## src/rtl/tile_row_shifter_bank_if.sv

```systemverilog
// Row-fetch handshake between the tile fetcher (master) and the per-layer row FIFOs (slave).
// Layer n occupies slice n of every packed field.
interface tile_row_shifter_bank_if #(
    parameter int NUM_LAYERS    = 3,
    parameter int PIXEL_WIDTH   = 4,
    parameter int PALETTE_WIDTH = 8
) ();
    logic [NUM_LAYERS-1:0]               row_valid;
    logic [NUM_LAYERS-1:0]               row_ready;
    logic [NUM_LAYERS*8*PIXEL_WIDTH-1:0] row_gfx;
    logic [NUM_LAYERS*PALETTE_WIDTH-1:0] row_pal;
    logic [NUM_LAYERS-1:0]               row_flipx;

    modport master (output row_valid, row_gfx, row_pal, row_flipx, input row_ready);
    modport slave  (input row_valid, row_gfx, row_pal, row_flipx, output row_ready);
endinterface

```

## src/rtl/tile_row_shifter_bank.sv

```systemverilog
// Multi-layer tile pixel back end: per-layer row FIFO, 16-dot shifter with fine-scroll tap
// and X-flip, and a programmable-priority transparent mixer producing one registered dot.
module tile_row_shifter_bank #(
    parameter int NUM_LAYERS    = 3,
    parameter int PIXEL_WIDTH   = 4,
    parameter int PALETTE_WIDTH = 8,
    parameter int FIFO_DEPTH    = 2
) (
    input  logic                                  clk,
    input  logic                                  reset,
    input  logic                                  ce_pixel,
    input  logic                                  line_start,
    tile_row_shifter_bank_if.slave                row_if,
    input  logic [NUM_LAYERS*3-1:0]               tap,
    input  logic [NUM_LAYERS-1:0]                 layer_en,
    input  logic [NUM_LAYERS*3-1:0]               prio_sel,
    input  logic                                  clr_underrun,
    output logic [PALETTE_WIDTH+PIXEL_WIDTH-1:0]  dot_out,
    output logic [2:0]                            dot_layer,
    output logic                                  dot_opaque,
    output logic [NUM_LAYERS-1:0]                 underrun
);
    localparam int DW = PALETTE_WIDTH + PIXEL_WIDTH;
    localparam int GW = 8 * PIXEL_WIDTH;
    localparam int RW = 1 + PALETTE_WIDTH + GW;

    typedef logic [DW-1:0] slot_t;
    typedef logic [RW-1:0] entry_t;   // {flipx, palette, gfx}

    // Storage is always 4 deep so the 2-bit pointers index it exactly; only FIFO_DEPTH entries are used.
    entry_t     fifo_q   [NUM_LAYERS][4];
    entry_t     fifo_d   [NUM_LAYERS][4];
    logic [1:0] rd_ptr_q [NUM_LAYERS];
    logic [1:0] rd_ptr_d [NUM_LAYERS];
    logic [1:0] wr_ptr_q [NUM_LAYERS];
    logic [1:0] wr_ptr_d [NUM_LAYERS];
    logic [2:0] count_q  [NUM_LAYERS];
    logic [2:0] count_d  [NUM_LAYERS];
    slot_t      sh_q     [NUM_LAYERS][16];
    slot_t      sh_d     [NUM_LAYERS][16];
    slot_t      cand     [NUM_LAYERS];

    logic [2:0]            phase_q, phase_d;
    logic [NUM_LAYERS-1:0] underrun_q, underrun_d;
    logic [NUM_LAYERS-1:0] row_ready, opaque;
    slot_t                 dot_out_q, dot_out_d;
    logic [2:0]            dot_layer_q, dot_layer_d;
    logic                  dot_opaque_q, dot_opaque_d;
    logic                  flush, pop;

    function automatic logic [1:0] ptr_inc(input logic [1:0] p);
        return (p == 2'(FIFO_DEPTH - 1)) ? 2'd0 : p + 2'd1;
    endfunction

    assign flush = ce_pixel & line_start;
    assign pop   = ce_pixel & ~line_start & (phase_q == 3'd7);

    always_comb begin
        for (int n = 0; n < NUM_LAYERS; n++) row_ready[n] = (count_q[n] < 3'(FIFO_DEPTH));
    end
    assign row_if.row_ready = row_ready;

    always_comb begin
        entry_t ent;
        logic   push;
        logic   popped;
        phase_d = phase_q;
        if (flush)         phase_d = 3'd0;
        else if (ce_pixel) phase_d = phase_q + 3'd1;
        underrun_d = clr_underrun ? '0 : underrun_q;
        for (int n = 0; n < NUM_LAYERS; n++) begin
            fifo_d[n]   = fifo_q[n];
            rd_ptr_d[n] = rd_ptr_q[n];
            wr_ptr_d[n] = wr_ptr_q[n];
            sh_d[n]     = sh_q[n];
            ent         = '0;
            push        = row_if.row_valid[n] & row_ready[n] & ~flush;
            popped      = pop & (count_q[n] != 3'd0);
            // No bypass: an empty pop underruns even if a row is pushed on the same edge; set beats clear.
            if (pop && count_q[n] == 3'd0) underrun_d[n] = 1'b1;
            if (popped) begin
                ent         = fifo_q[n][rd_ptr_q[n]];
                rd_ptr_d[n] = ptr_inc(rd_ptr_q[n]);
            end
            if (push) begin
                fifo_d[n][wr_ptr_q[n]] = {row_if.row_flipx[n],
                                          row_if.row_pal[n*PALETTE_WIDTH +: PALETTE_WIDTH],
                                          row_if.row_gfx[n*GW +: GW]};
                wr_ptr_d[n] = ptr_inc(wr_ptr_q[n]);
            end
            count_d[n] = count_q[n] + {2'b00, push} - {2'b00, popped};
            if (ce_pixel) begin
                for (int i = 15; i > 0; i--) sh_d[n][i] = sh_q[n][i-1];
                sh_d[n][0] = '0;
                if (pop) begin
                    for (int i = 0; i < 8; i++) begin
                        if (ent[RW-1]) sh_d[n][7-i] = {ent[GW +: PALETTE_WIDTH], ent[i*PIXEL_WIDTH +: PIXEL_WIDTH]};
                        else           sh_d[n][i]   = {ent[GW +: PALETTE_WIDTH], ent[i*PIXEL_WIDTH +: PIXEL_WIDTH]};
                    end
                end
            end
            if (flush) begin
                rd_ptr_d[n] = 2'd0;
                wr_ptr_d[n] = 2'd0;
                count_d[n]  = 3'd0;
                for (int i = 0; i < 16; i++) sh_d[n][i] = '0;
            end
        end
    end

    always_comb begin
        for (int n = 0; n < NUM_LAYERS; n++) begin
            cand[n]   = sh_q[n][4'd15 - {1'b0, tap[n*3 +: 3]}];
            opaque[n] = layer_en[n] & (cand[n][PIXEL_WIDTH-1:0] != '0);
        end
    end

    // Priority scan; out-of-range slot entries never match a layer and so act as transparent.
    always_comb begin
        logic found;
        found        = 1'b0;
        dot_out_d    = dot_out_q;
        dot_layer_d  = dot_layer_q;
        dot_opaque_d = dot_opaque_q;
        if (ce_pixel) begin
            dot_out_d    = '0;
            dot_layer_d  = prio_sel[(NUM_LAYERS-1)*3 +: 3];
            dot_opaque_d = 1'b0;
            for (int k = 0; k < NUM_LAYERS; k++) begin
                for (int j = 0; j < NUM_LAYERS; j++) begin
                    if (!found && prio_sel[k*3 +: 3] == 3'(j) && opaque[j]) begin
                        found        = 1'b1;
                        dot_out_d    = cand[j];
                        dot_layer_d  = 3'(j);
                        dot_opaque_d = 1'b1;
                    end
                end
            end
        end
    end

    always_ff @(posedge clk or posedge reset) begin
        if (reset) begin
            phase_q      <= '0;
            underrun_q   <= '0;
            dot_out_q    <= '0;
            dot_layer_q  <= '0;
            dot_opaque_q <= 1'b0;
            for (int n = 0; n < NUM_LAYERS; n++) begin
                rd_ptr_q[n] <= '0;
                wr_ptr_q[n] <= '0;
                count_q[n]  <= '0;
                for (int d = 0; d < 4; d++)  fifo_q[n][d] <= '0;
                for (int i = 0; i < 16; i++) sh_q[n][i]   <= '0;
            end
        end else begin
            phase_q      <= phase_d;
            underrun_q   <= underrun_d;
            dot_out_q    <= dot_out_d;
            dot_layer_q  <= dot_layer_d;
            dot_opaque_q <= dot_opaque_d;
            rd_ptr_q     <= rd_ptr_d;
            wr_ptr_q     <= wr_ptr_d;
            count_q      <= count_d;
            fifo_q       <= fifo_d;
            sh_q         <= sh_d;
        end
    end

    assign dot_out    = dot_out_q;
    assign dot_layer  = dot_layer_q;
    assign dot_opaque = dot_opaque_q;
    assign underrun   = underrun_q;
endmodule

```

## src/flat_wrapper.sv

```systemverilog
// flat-port wrapper written by rule: the top's interface ports become plain ports
module tile_row_shifter_bank_flat 
#(
    parameter int NUM_LAYERS    = 3,
    parameter int PIXEL_WIDTH   = 4,
    parameter int PALETTE_WIDTH = 8,
    parameter int FIFO_DEPTH    = 2
)
  (clk, reset, ce_pixel, line_start, tap, layer_en, prio_sel, clr_underrun, dot_out, dot_layer, dot_opaque, underrun, row_if_row_valid, row_if_row_gfx, row_if_row_pal, row_if_row_flipx, row_if_row_ready);
  tile_row_shifter_bank_if #(.NUM_LAYERS(NUM_LAYERS), .PIXEL_WIDTH(PIXEL_WIDTH), .PALETTE_WIDTH(PALETTE_WIDTH)) row_if_i ();
  input  logic clk;
  input  logic reset;
  input  logic ce_pixel;
  input  logic line_start;
  input  logic [NUM_LAYERS*3-1:0] tap;
  input  logic [NUM_LAYERS-1:0] layer_en;
  input  logic [NUM_LAYERS*3-1:0] prio_sel;
  input  logic clr_underrun;
  output logic [PALETTE_WIDTH+PIXEL_WIDTH-1:0] dot_out;
  output logic [2:0] dot_layer;
  output logic dot_opaque;
  output logic [NUM_LAYERS-1:0] underrun;
  input wire logic [$bits(row_if_i.row_valid)-1:0] row_if_row_valid;
  input wire logic [$bits(row_if_i.row_gfx)-1:0] row_if_row_gfx;
  input wire logic [$bits(row_if_i.row_pal)-1:0] row_if_row_pal;
  input wire logic [$bits(row_if_i.row_flipx)-1:0] row_if_row_flipx;
  output wire logic [$bits(row_if_i.row_ready)-1:0] row_if_row_ready;
  assign row_if_i.row_valid = row_if_row_valid;
  assign row_if_i.row_gfx = row_if_row_gfx;
  assign row_if_i.row_pal = row_if_row_pal;
  assign row_if_i.row_flipx = row_if_row_flipx;
  assign row_if_row_ready = row_if_i.row_ready;
  tile_row_shifter_bank #(.NUM_LAYERS(NUM_LAYERS), .PIXEL_WIDTH(PIXEL_WIDTH), .PALETTE_WIDTH(PALETTE_WIDTH), .FIFO_DEPTH(FIFO_DEPTH)) u_core (.clk(clk), .reset(reset), .ce_pixel(ce_pixel), .line_start(line_start), .row_if(row_if_i), .tap(tap), .layer_en(layer_en), .prio_sel(prio_sel), .clr_underrun(clr_underrun), .dot_out(dot_out), .dot_layer(dot_layer), .dot_opaque(dot_opaque), .underrun(underrun));
endmodule
```

## config.mk

```make
export PLATFORM = sky130hd
export DESIGN_NAME = tile_row_shifter_bank_flat
export DESIGN_NICKNAME = d
export VERILOG_FILES = /design/src/rtl/tile_row_shifter_bank_if.sv /design/src/rtl/tile_row_shifter_bank.sv /design/src/flat_wrapper.sv
export SDC_FILE = /design/constraint.sdc
export NUM_CORES = 2
export LEC_CHECK = 0
export BUFFER_PORTS_ARGS = -buffer_cell sky130_fd_sc_hd__buf_4
export CAP_MARGIN = 10
export CORE_UTILIZATION = 50
export CTS_CLUSTER_DIAMETER = 40
export CTS_CLUSTER_SIZE = 24
export DETAILED_ROUTE_END_ITERATION = 8
export HOLD_SLACK_MARGIN = 0.15
export PLACE_DENSITY = 0.67
export SKIP_LAST_GASP = 1
export SLEW_MARGIN = 30
export SYNTH_ARGS = -nofsm -noshare
export SYNTH_HDL_FRONTEND = slang
export SYNTH_SLANG_ARGS = --single-unit
```

## constraint.sdc

```tcl
create_clock -name clk -period 72.7 [get_ports clk]
set_input_delay 18.175 -clock clk [delete_from_list [all_inputs] [get_ports clk]]
set_output_delay 18.175 -clock clk [all_outputs]
set_load 0.05 [all_outputs]
```

Yosys cells after proc, flatten, opt, wreduce, memory -nomap -nowiden
Index checks and enable logic that the tools add are counted.

Word-level logic and storage cells: 331. Register bits after elaboration: 1111.

Reduce and logical (&&, ||, !) cells: 53. Muxes and demuxes: 132. Add/subtract/negate cells: 16. Bitwise operators: 26. Eq/ne operators: 13. Magnitude comparators: 15.

Operators by type and width (number): $mux 192 (6); $bwmux 164 (3); $mux 41 (12); $mux 96 (3); $bmux 41 s2 (3); $demux 41 s2 (3); $mux 12 (15); $bmux 12 s4 (3); $mux 4 (24); $mux 3 (15); $mux 2 (18); $mux 1 (27); $logic_and 1x1->1 (23); $reduce_bool 2->1 (10); $ge 3x3->1 const B (6); $logic_not 3->1 (6); $not 2->3 (6); $and 1x1->1 (15); $ge 5x5->1 const B (3); $not 4->5 (3); $add 2x1->2 const B (6); $eq 2x1->1 const B (6); $reduce_bool 4->1 (3); $sub 4x3->4 const A (3); 11 further kinds (33).

Depth between registers and ports, before layout
Depth in word-level cells: 49. Depth in mapped cells: 14.

Least setup slack after synthesis
OpenSTA, ideal clock, no wires.

Path type: input -> register. From: in ce_pixel. To: reg u_core.count_q[1] in the netlist's numbering. Required time: 72.581 ns. Data arrival time: 20.722 ns. Path buffers: 3. Library setup time: 0.119 ns. Setup slack: 51.859 ns. Stages: 13. Cell sequence: clkbuf_1 clkinv_1 nor2_1 nand2_1 or2_2 clkbuf_1 inv_1 clkbuf_1 ha_1 inv_1 ha_1 fa_1 and2_1.

RTL lines: start, declared (RTL line flat_wrapper.sv:13) `input logic ce_pixel;`; end signal, assigned (RTL line tile_row_shifter_bank.sv:164) `count_q <= count_d;`; end, declared (RTL line tile_row_shifter_bank.sv:37) `logic [2:0] count_q [NUM_LAYERS];`.

==> impl_metrics.env <==
export IMPL_status="finished clean"
export IMPL_start_util_pct=50.4
export IMPL_ir_drop_mv=0.0306
export IMPL_r2r_setup_slack_ns=68.53
export IMPL_drcViolationCount=0
export IMPL_cts_root_buf="clkbuf_16"
export IMPL_firstDrtPassIters=5
export IMPL_clk_pin_slew_ns=0.06
export IMPL_synth_top_area_cell="dfrtp_1"
export IMPL_fin_nets=3771
export IMPL_routed_wl_microns=107000
export IMPL_synth_area_sq_mm=0.0487
export IMPL_ys_types=59
export IMPL_cts_buffer_depth=3
export IMPL_syn_nets=3706
export IMPL_rsz0062_at_grt="false"
export IMPL_finalCriticalPeriod_ns=21.97
export IMPL_worst_pin_slew_ns=0.982
export IMPL_cts_sinks=1111
export IMPL_worstPathMaxFanout=119
export IMPL_placed_cells=4730
export IMPL_via_per_inst=6.00
export IMPL_crit_type="input pin to flip-flop"
export IMPL_grt_usage_pct=22.2
export IMPL_avgSynthCellArea_sq_um=13.8
export IMPL_fp_dieH_microns=314
export IMPL_regArea_sq_mm=0.0278
export IMPL_wl_per_cell_microns=21.3
export IMPL_async_flop_share_pct=100
export IMPL_die_x_microns=314
export IMPL_worstSetupStartpointType="input pin"
export IMPL_totalNegativeSetupSlack_ns=0
export IMPL_synth_top_area_share_pct=57.1
export IMPL_finalCritPeriodShare_pct=30.2
export IMPL_slew_viol_final=0
export IMPL_hpwl_microns=63500
export IMPL_grt_pass1_wl_microns=174000
export IMPL_ant_nets=0
export IMPL_antenna_found_initial=9
export IMPL_core_sq_mm=0.0966
export IMPL_floorplan_die_area_sq_mm=0.0987
export IMPL_syn_inst=3540
export IMPL_finalHoldViolations=0
export IMPL_place_congestion=0.786
export IMPL_grt_max_degree=193
export IMPL_ys_warn_count=0
export IMPL_powerDensity_mw_per_mm2=31.5
export IMPL_numPortBuffers=173
export IMPL_synthFlopType="dfrtp_1"
export IMPL_vias=30000
export IMPL_rows=114
export IMPL_cp_arrival_ns=22.60
export IMPL_insertion_delay_ns=0.75
export IMPL_grt_overflow=0
export IMPL_cts_tree="yes"
export IMPL_num_fill_cells=7532
export IMPL_holdCritPathClass="flip-flop to flip-flop"
export IMPL_numCtsBuffers=146
export IMPL_critPathCaptureType="flip-flop"
export IMPL_multiInputGateArea_sq_mm=0.0191
export IMPL_pin_count=174
export IMPL_stdcell_count=5002
export IMPL_setup_viol=0
export IMPL_grt_pass1_vias=30400
export IMPL_synth_edff_count=0
export IMPL_ys_ff_latch=1111
export IMPL_slew_headroom_pct=34.5
export IMPL_cts_resized_gates=0
export IMPL_drive_gt1_share_pct=32.7
export IMPL_fmax_mhz=45.5
export IMPL_yosysSeqAreaShare_pct=57.1
export IMPL_cts_hold_buf=0
export IMPL_cts_setup_buffers=0
export IMPL_h_tree_depth=4
export IMPL_synthTopCellsByArea="dfrtp_1 (57%), mux2_2 (12%), mux4_2 (8.5%)"
export IMPL_skew_ns=0.0374
export IMPL_area_growth_pct=15.4
export IMPL_drt_first_iter_violations=2313
export IMPL_utilization_pct=58.2
export IMPL_max_cap_violations=0
export IMPL_whs_path_depth=1
export IMPL_reg2reg_depth=10
export IMPL_required_ns=73.33
export IMPL_power_leakage_nw=25.5
==> cell families (layout without fill, tap and decap cells) <==
logic type | Yosys count | count (layout) | share of synthesized area, %
multiplexers | 819 | 819 | 23.3
flip-flops | 1111 | 1111 | 57.1
other | 0 | 1 | 0
AO/OA/AOI/OAI | 692 | 692 | 11.2
buffers and inverters | 498 | 683 | 3.91
adder cells (fa/ha/maj) | 14 | 14 | 0.406
AND/OR/NAND/NOR | 397 | 397 | 4.00
XOR/XNOR | 9 | 9 | 0.162
==> power by group <==
group	total, W	switching [W]	internal, W
registers	0.000730	0.0000367	0.000693
clock network	0.000746	0.000295	0.000451
logic	0.000298	0.000149	0.000149
==> metrics by stage <==
stage,total power [W],setup slack [ns],hold WS [ns],instance area (sq um)
after detailed placement,0.00104,50.06,0.466,50900
final,0.00177,50.73,0.478,56200
after floorplan,0.000953,23.24,0.444,48700
after global placement,0.00103,50.11,0.458,50900
after global routing,0.00185,50.44,0.487,56200
after CTS,0.00179,50.87,0.479,56100
==> cells in the final DEF (no fill, tap or decap), types with 17 or more instances in the layout <==
| cell type | count |
|---|---|
| dfrtp_1 | 1105 |
| mux2_2 | 519 |
| buf_4 | 209 |
| a221o_1 | 200 |
| inv_1 | 188 |
| mux4_2 | 181 |
| o21ai_0 | 151 |
| clkbuf_16 | 148 |
| a22o_1 | 125 |
| mux2i_1 | 104 |
| nand2_1 | 100 |
| nor2_1 | 83 |
| or3_1 | 73 |
| nand3_1 | 59 |
| o31ai_1 | 56 |
| o22ai_1 | 45 |
| and2_1 | 32 |
| a21o_1 | 25 |
| inv_6 | 19 |
| clkinvlp_4 | 17 |
==> routing by layer <==
metal | global-route usage, % | wire [microns] | up-vias
met2 | 32.5 | 48200 | 632
met3 | 4.60 | 5670 | 155
met4 | 6.62 | 2230 | 10
li1 | - | - | 13400
met5 | 0 | 79 | -
met1 | 33.5 | 50400 | 15800
==> synthesized netlist by cell type, drive strengths merged, types with 6 or more instances <==
cell     instances
o211ai           9
ha              11
and2            32
o22ai           46
nand3b           9
mux2           520
nand4            6
a21oi           17
nand3           64
a221o          200
buf             49
a22oi            7
a22o           125
o31ai           56
clkbuf         259
nor2b            6
o21ai          152
nor2            88
xor2             6
nand2          100
mux2i          104
mux4           195
nor3             9
or3             73
a21o            25
o2bb2ai         13
dfrtp         1111
a31oi            9
inv            189
==> worst paths after layout <==
check / start / endpoint
setup / recovery: ce_pixel / u_core.count_q[4]
hold / removal: u_core.sh_q[381] / u_core.sh_q[381]
setup reg to reg: u_core.phase_q[0] / u_core.count_q[4]
hold reg to reg: u_core.sh_q[381] / u_core.sh_q[381]
max in group asynchronous: reset / u_core.rd_ptr_q[3]
min in group asynchronous: reset / u_core.sh_q[400]
==> state kept, by name, indices dropped and copies added (netlist names) <==
signal and cells:
u_core.wr_ptr_q 6, u_core.dot_out 12, u_core.sh_q 576, u_core.rd_ptr_q 6, u_core.count_q 9, u_core.fifo_q 492
u_core.dot_opaque 1, u_core.underrun 3, u_core.dot_layer 3, u_core.phase_q 3
==> cell type report <==
cell class	count	area share [%]
Sequential cell	1111	49.5
Clock buffer	172	6.98
Antenna cell	1	0.00445
Clock inverter	96	2.21
Tap cell	1276	2.84
Inverter	190	1.30
Multi-Input combinational cell	1931	34.0
Timing Repair Buffer	225	3.21
==> worst max-delay path, stage by stage <==
cell and delay [ns]:
buf_6 0.32, inv_8 0.21, buf_16 0.30, nor2_4 0.15, buf_4 0.63, nand3_1 0.90, inv_1 0.66, ha_1 0.33
inv_1 0.06, ha_1 0.16, fa_1 0.41, and2_1 0.14
Note: power is estimated with default switching activity, not from simulation.
